--- config.mk ---
export PLATFORM = sky130hd
export DESIGN_NAME = deserializador_fifo_flat
export DESIGN_NICKNAME = d
export VERILOG_FILES = /design/src/rtl/deserializador_fifo_if.sv /design/src/rtl/deserializador_fifo.sv /design/src/flat_wrapper.sv
export SDC_FILE = /design/constraint.sdc
export NUM_CORES = 1
export LEC_CHECK = 0
export BUFFER_PORTS_ARGS = -buffer_cell sky130_fd_sc_hd__buf_2
export CORE_AREA = 2 2 93 95
export CTS_BUF_LIST = sky130_fd_sc_hd__clkbuf_4 sky130_fd_sc_hd__clkbuf_8
export DETAILED_ROUTE_END_ITERATION = 10
export DIE_AREA = 0 0 95 97
export PLACE_DENSITY_LB_ADDON = 0.08
export SLEW_MARGIN = 20
export SYNTH_ARGS = -nofsm -noshare
export SYNTH_HDL_FRONTEND = slang
export SYNTH_SLANG_ARGS = --single-unit
--- constraint.sdc ---
create_clock -name clock_100KHz -period 5.8 [get_ports clock_100KHz]
set_input_delay 0.29 -clock clock_100KHz [delete_from_list [all_inputs] [get_ports clock_100KHz]]
set_output_delay 0.29 -clock clock_100KHz [all_outputs]
set_load 0.1 [all_outputs]
--- src/rtl/deserializador_fifo_if.sv ---
// Serial-in / word-out bus between the bit-stream producer and the word consumer.
interface deserializador_fifo_if #(
    parameter int WIDTH = 8,
    parameter int DEPTH = 4
);
    localparam int LW = $clog2(DEPTH + 1);

    logic             data_in;
    logic             write_in;
    logic             status_out;
    logic             flush_in;
    logic [WIDTH-1:0] data_out;
    logic             data_ready;
    logic             ack_in;
    logic [LW-1:0]    level_out;
    logic             drop_out;

    modport master (
        output data_in, write_in, flush_in, ack_in,
        input  status_out, data_out, data_ready, level_out, drop_out
    );

    modport slave (
        input  data_in, write_in, flush_in, ack_in,
        output status_out, data_out, data_ready, level_out, drop_out
    );
endinterface

--- src/rtl/deserializador_fifo.sv ---
// Serial-to-parallel receiver feeding a first-word-fall-through word buffer.
// state    | meaning
// RX_IDLE  | no bits of the current word captured yet
// RX_SHIFT | 1..WIDTH-1 bits captured
// RX_STALL | buffer full, waiting for a pop
module deserializador_fifo #(
    parameter int WIDTH     = 8,
    parameter int DEPTH     = 4,
    parameter bit MSB_FIRST = 1'b0
) (
    input  logic                  clock_100KHz,
    input  logic                  reset,
    deserializador_fifo_if.slave  bus
);
    localparam int CW = $clog2(WIDTH);
    localparam int PW = $clog2(DEPTH);
    localparam int LW = $clog2(DEPTH + 1);

    typedef enum logic [1:0] {RX_IDLE, RX_SHIFT, RX_STALL} rx_state_e;

    rx_state_e        state_q, state_d;
    logic [CW-1:0]    bit_cnt_q, bit_cnt_d;
    logic [WIDTH-1:0] shift_q, shift_d;
    logic [WIDTH-1:0] mem_q [DEPTH];
    logic [WIDTH-1:0] mem_d [DEPTH];
    logic [PW-1:0]    wr_ptr_q, wr_ptr_d;
    logic [PW-1:0]    rd_ptr_q, rd_ptr_d;
    logic [LW-1:0]    level_q, level_d;
    logic             drop_q, drop_d;

    logic             status;
    logic             accept;
    logic             push;
    logic             pop;
    logic [WIDTH-1:0] shifted;

    assign status = (level_q != LW'(DEPTH));

    always_ff @(posedge clock_100KHz) begin
        if (reset) begin
            state_q   <= RX_IDLE;
            bit_cnt_q <= '0;
            shift_q   <= '0;
            mem_q     <= '{default: '0};
            wr_ptr_q  <= '0;
            rd_ptr_q  <= '0;
            level_q   <= '0;
            drop_q    <= 1'b0;
        end else begin
            state_q   <= state_d;
            bit_cnt_q <= bit_cnt_d;
            shift_q   <= shift_d;
            mem_q     <= mem_d;
            wr_ptr_q  <= wr_ptr_d;
            rd_ptr_q  <= rd_ptr_d;
            level_q   <= level_d;
            drop_q    <= drop_d;
        end
    end

    always_comb begin
        state_d   = state_q;
        bit_cnt_d = bit_cnt_q;
        shift_d   = shift_q;
        mem_d     = mem_q;
        wr_ptr_d  = wr_ptr_q;
        rd_ptr_d  = rd_ptr_q;
        level_d   = level_q;
        drop_d    = 1'b0;
        push      = 1'b0;
        accept    = bus.write_in & status;
        pop       = bus.ack_in & (level_q != '0);
        // New bit enters at the end that ends up holding the last stream bit.
        shifted   = MSB_FIRST ? {shift_q[WIDTH-2:0], bus.data_in}
                              : {bus.data_in, shift_q[WIDTH-1:1]};

        if (bus.flush_in) begin
            state_d   = RX_IDLE;
            bit_cnt_d = '0;
            shift_d   = '0;
            wr_ptr_d  = '0;
            rd_ptr_d  = '0;
            level_d   = '0;
        end else begin
            drop_d = bus.write_in & ~status;

            if (accept) begin
                if (bit_cnt_q == CW'(WIDTH - 1)) begin
                    push      = 1'b1;
                    bit_cnt_d = '0;
                    shift_d   = '0;
                end else begin
                    bit_cnt_d = bit_cnt_q + 1'b1;
                    shift_d   = shifted;
                end
            end

            if (push) begin
                mem_d[wr_ptr_q] = shifted;
                wr_ptr_d        = wr_ptr_q + 1'b1;
            end
            if (pop) begin
                rd_ptr_d = rd_ptr_q + 1'b1;
            end
            if (push && !pop) begin
                level_d = level_q + 1'b1;
            end else if (pop && !push) begin
                level_d = level_q - 1'b1;
            end

            case (state_q)
                RX_STALL: begin
                    if (pop) state_d = RX_IDLE;
                end
                default: begin
                    if (push) begin
                        state_d = (level_d == LW'(DEPTH)) ? RX_STALL : RX_IDLE;
                    end else if (accept) begin
                        state_d = RX_SHIFT;
                    end
                end
            endcase
        end
    end

    assign bus.status_out = status;
    assign bus.data_ready = (level_q != '0);
    assign bus.data_out   = (level_q != '0) ? mem_q[rd_ptr_q] : '0;
    assign bus.level_out  = level_q;
    assign bus.drop_out   = drop_q;
endmodule

--- src/flat_wrapper.sv ---
// flat-port wrapper written by rule: the top's interface ports become plain ports
module deserializador_fifo_flat 
#(
    parameter int WIDTH     = 8,
    parameter int DEPTH     = 4,
    parameter bit MSB_FIRST = 1'b0
)
  (clock_100KHz, reset, bus_data_in, bus_write_in, bus_flush_in, bus_ack_in, bus_status_out, bus_data_out, bus_data_ready, bus_level_out, bus_drop_out);
  deserializador_fifo_if #(.WIDTH(WIDTH), .DEPTH(DEPTH)) bus_i ();
  input  logic clock_100KHz;
  input  logic reset;
  input wire logic [$bits(bus_i.data_in)-1:0] bus_data_in;
  input wire logic [$bits(bus_i.write_in)-1:0] bus_write_in;
  input wire logic [$bits(bus_i.flush_in)-1:0] bus_flush_in;
  input wire logic [$bits(bus_i.ack_in)-1:0] bus_ack_in;
  output wire logic [$bits(bus_i.status_out)-1:0] bus_status_out;
  output wire logic [$bits(bus_i.data_out)-1:0] bus_data_out;
  output wire logic [$bits(bus_i.data_ready)-1:0] bus_data_ready;
  output wire logic [$bits(bus_i.level_out)-1:0] bus_level_out;
  output wire logic [$bits(bus_i.drop_out)-1:0] bus_drop_out;
  assign bus_i.data_in = bus_data_in;
  assign bus_i.write_in = bus_write_in;
  assign bus_i.flush_in = bus_flush_in;
  assign bus_i.ack_in = bus_ack_in;
  assign bus_status_out = bus_i.status_out;
  assign bus_data_out = bus_i.data_out;
  assign bus_data_ready = bus_i.data_ready;
  assign bus_level_out = bus_i.level_out;
  assign bus_drop_out = bus_i.drop_out;
  deserializador_fifo #(.WIDTH(WIDTH), .DEPTH(DEPTH), .MSB_FIRST(MSB_FIRST)) u_core (.clock_100KHz(clock_100KHz), .reset(reset), .bus(bus_i));
endmodule
==> flow_summary.yaml <==
synthesis:
  synth_async_sr_flop_share_pct: 0
  avg_inst_size_synth_um2: 10.34
  synthesis.yosys.warnings: 0
  compound_gate_portion_of_the_synthesized_area_pct: 6.105
  synth.distinct_cells: 29
  synth.largest_area_cell: "sky130_fd_sc_hd__dfxtp_1"
  netlist_area_um2: 2419
  synth_simple_gate_area_share_pct: 21.57
  synth-edff-count: 0
  yosys-mux-area-fraction_pct: 21.11
  synth_top_flop_cell: "sky130_fd_sc_hd__dfxtp_1"
  synth_xor_area_share_pct: 1.086
  netlist_instances: 234
  post_synth_main_area_contributors: "sky130_fd_sc_hd__dfxtp_1 41%, sky130_fd_sc_hd__mux2i_1 14%, sky130_fd_sc_hd__nand2b_1 10%"
  syn_nets: 248
  synthAdderAreaFrac_pct: 4.449
  synth_top_family_by_area: "simple AND/OR/NAND/NOR gates"
  proportion_of_synthesized_chip_area_in_sequential_cells_pct: 41.39
  ys_seq_elements: 50
  post-synth-top-area-fraction_pct: 41.39
power:
  p_leak_nw: 1.094
  cellPowerDensity_nw_per_um2: 229.4
  peakVddDrop_mv: 0.08237
  report.power.total_mw: 0.6160
timing:
  timing_max_transition_violations_final: 0
  postLayoutSetupSlackWorst_ns: 3.375
  tns_ns: 0
  timing.slew.headroom_pct: 52.27
  hold_viol: 0
  worst-slew-pin-transition_ns: 0.7150
  fmax_ghz: 0.4123
  setup_viol: 0
  unrepaired_setup_endpoints_after_global_routing: "false"
  final.setup_skew_ns: 0.006255
  layout_worst_path_cycle_share_pct: 41.81
  period_needed_ns: 2.425
  finalHoldWorstSlack_ns: 0.3051
run:
  drv_cap: 0
clock_tree:
  cts_htree_levels: 2
  postCtsResizedCells: 0
  clkSinkCount: 50
  clk_pin_slew_worst_paths_ns: 0.09
  worst_skew_pair.late_latency_ns: 0.30
  post-cts-setup-buffer-count: 0
  post_cts_hold_buffer_count: 0
  cts_buffer_depth: 2
  clock_tree_from_tritoncts: "built"
  cts-buffers-inserted: 5
  cts_root_buf: "sky130_fd_sc_hd__clkbuf_8"
floorplan:
  ioPinCount: 20
  std_cell_rows: 33
  die_height_um: 97
  die_w_um: 95
  die_area_um2: 9215
  initial_core_util_pct: 29.73
  core_area_um2: 8134
layout:
  post_layout_nonfiller_instances: 350
  seq_area_um2: 1001
  layout.filler_cells: 829
  stdcell_area_um2: 2685
  antenna_cells_inserted: 0
  multiInputGateArea_um2: 1314
  final_util_pct: 33.01
  final_net_count: 258
  synthToLayoutAreaGrowth_pct: 11.02
  final_layout_size_suffix_gt1_share_pct: 15.51
global_routing:
  global_route.overflow_total: 0
  grt_pass1_vias: 1661
  groute.usage.overall_pct: 12.55
  antenna_found_initial: 0
  grt_first_pass_wirelength_mm: 8.880
  grt_start_max_net_pins: 42
place:
  place.detailed.hpwl_mm: 3.413
  place_worst_setup_slack_ns: 3.383
  port_buffers: 19
  gp_congestion: 0.6640
  place_inst: 342
  dpl_cell_area_um2: 2571
route:
  post_detailed_route_via_to_cell_ratio: 4.720
  drt_iter0_markers: 54
  detailroute.via_count: 1652
  route.detailed.wl_per_inst_um: 15.25
  detailedRoute.firstPassIterationCount: 4
  ant_nets: 0
  post-route-drc-count: 0
  drt_wl_total_mm: 5.338
critical_path:
  crit_type: "reg2reg"
  cp.required_ns: 6.04
  setup.worst_path.start_class: "register"
  critPathCaptureType: "register"
  critPathMaxFanout: 12
  arrival_ns: 2.67
run_status:
  run_status: "finished, final reports clean"
min_path:
  worstHoldPathType: "in2reg"
flip-flops by register name (all words and copies together), names as in the netlist:
| name | flops |
|---|---|
| u_core.bit_cnt_q | 3 |
| u_core.bus.drop_out | 1 |
| u_core.bus.level_out | 3 |
| u_core.mem_q | 32 |
| u_core.rd_ptr_q | 2 |
| u_core.shift_q | 7 |
| u_core.wr_ptr_q | 2 |
kinds of logic (layout without fill, tap and decap cells):
group,Yosys count,after routing
AOI/OAI and AO/OA,29,29
xor gates and xnor gates,3,3
adders and majority gates,8,8
buffers and inverters,23,34
DFF,50,50
muxes,41,41
and+or+nand+nor,80,80
path summary, 6_finish.rpt:
check	depth (start not counted)	from	slack, ns	end
worst max-delay path	10	u_core.bit_cnt_q[0]	3.37	u_core.bus.level_out[2]
worst min-delay path	3	bus_data_in	0.31	u_core.shift_q[7]
worst max register to register	10	u_core.bit_cnt_q[0]	3.37	u_core.bus.level_out[2]
worst min register to register	2	u_core.mem_q[9]	0.47	u_core.mem_q[9]
synth_stat cells, drive strengths merged, types with 4 or more instances:
master,count
dfxtp,50
nand2b,40
mux2i,33
a21oi,14
o21ai,14
clkbuf,12
mux4,8
nor2b,8
ha,7
nand4b,7
inv,6
buf,5
nand2,4
nor2,4
critical path, stage by stage (launching register included):
cell	delay, ns
sky130_fd_sc_hd__dfxtp_1	0.35
sky130_fd_sc_hd__ha_1	0.15
sky130_fd_sc_hd__ha_1	0.34
sky130_fd_sc_hd__nand2_1	0.19
sky130_fd_sc_hd__nor2_1	0.13
sky130_fd_sc_hd__ha_1	0.19
sky130_fd_sc_hd__inv_1	0.06
sky130_fd_sc_hd__fa_1	0.37
sky130_fd_sc_hd__xor2_1	0.15
sky130_fd_sc_hd__or3_1	0.30
sky130_fd_sc_hd__a21oi_1	0.13
metal layers:
| layer | share of wire, % | vias to the layer above | GRT usage (%) |
|---|---|---|---|
| met5 | 0 | - | 0 |
| met3 | 3.3 | 6 | 2.570 |
| met4 | 1.5 | 0 | 4.348 |
| met2 | 46 | 39 | 19.64 |
| met1 | 49 | 772 | 17.08 |
| li1 | - | 835 | - |
cell type report:
type	instances	area share, %
clock inverter	1	1.118
tap	105	4.893
multi-input combinational	161	48.93
sequential	50	37.28
timing repair buffer	20	3.821
inverter	6	0.8388
clock buffer	7	3.122
power by group:
| group | leakage, nW | internal (mW) | total [mW] | switching [mW] |
|---|---|---|---|---|
| combinational | 0.632 | 0.00680 | 0.0173 | 0.0105 |
| sequential | 0.403 | 0.344 | 0.344 | 0.000518 |
| clock | 0.0593 | 0.139 | 0.254 | 0.116 |
cell usage in the layout, fill, tap and decap left out, types with 2 or more instances in the layout:
cell,count
sky130_fd_sc_hd__dfxtp_1,50
sky130_fd_sc_hd__clkbuf_4,2
sky130_fd_sc_hd__nor3_1,2
sky130_fd_sc_hd__xor2_1,3
sky130_fd_sc_hd__or3_1,3
sky130_fd_sc_hd__nand3_1,2
sky130_fd_sc_hd__ha_1,7
sky130_fd_sc_hd__a21oi_1,14
sky130_fd_sc_hd__and4b_1,2
sky130_fd_sc_hd__inv_1,6
sky130_fd_sc_hd__nand2b_1,40
sky130_fd_sc_hd__and2_1,2
sky130_fd_sc_hd__clkbuf_8,5
sky130_fd_sc_hd__buf_2,19
sky130_fd_sc_hd__or4b_1,2
sky130_fd_sc_hd__o21ai_0,14
sky130_fd_sc_hd__nor2_1,4
sky130_fd_sc_hd__nand4b_1,7
sky130_fd_sc_hd__mux2i_1,33
sky130_fd_sc_hd__nor2b_1,8
sky130_fd_sc_hd__nand2_1,4
sky130_fd_sc_hd__mux4_2,8
No activity file was read; power rests on OpenSTA's default activity.
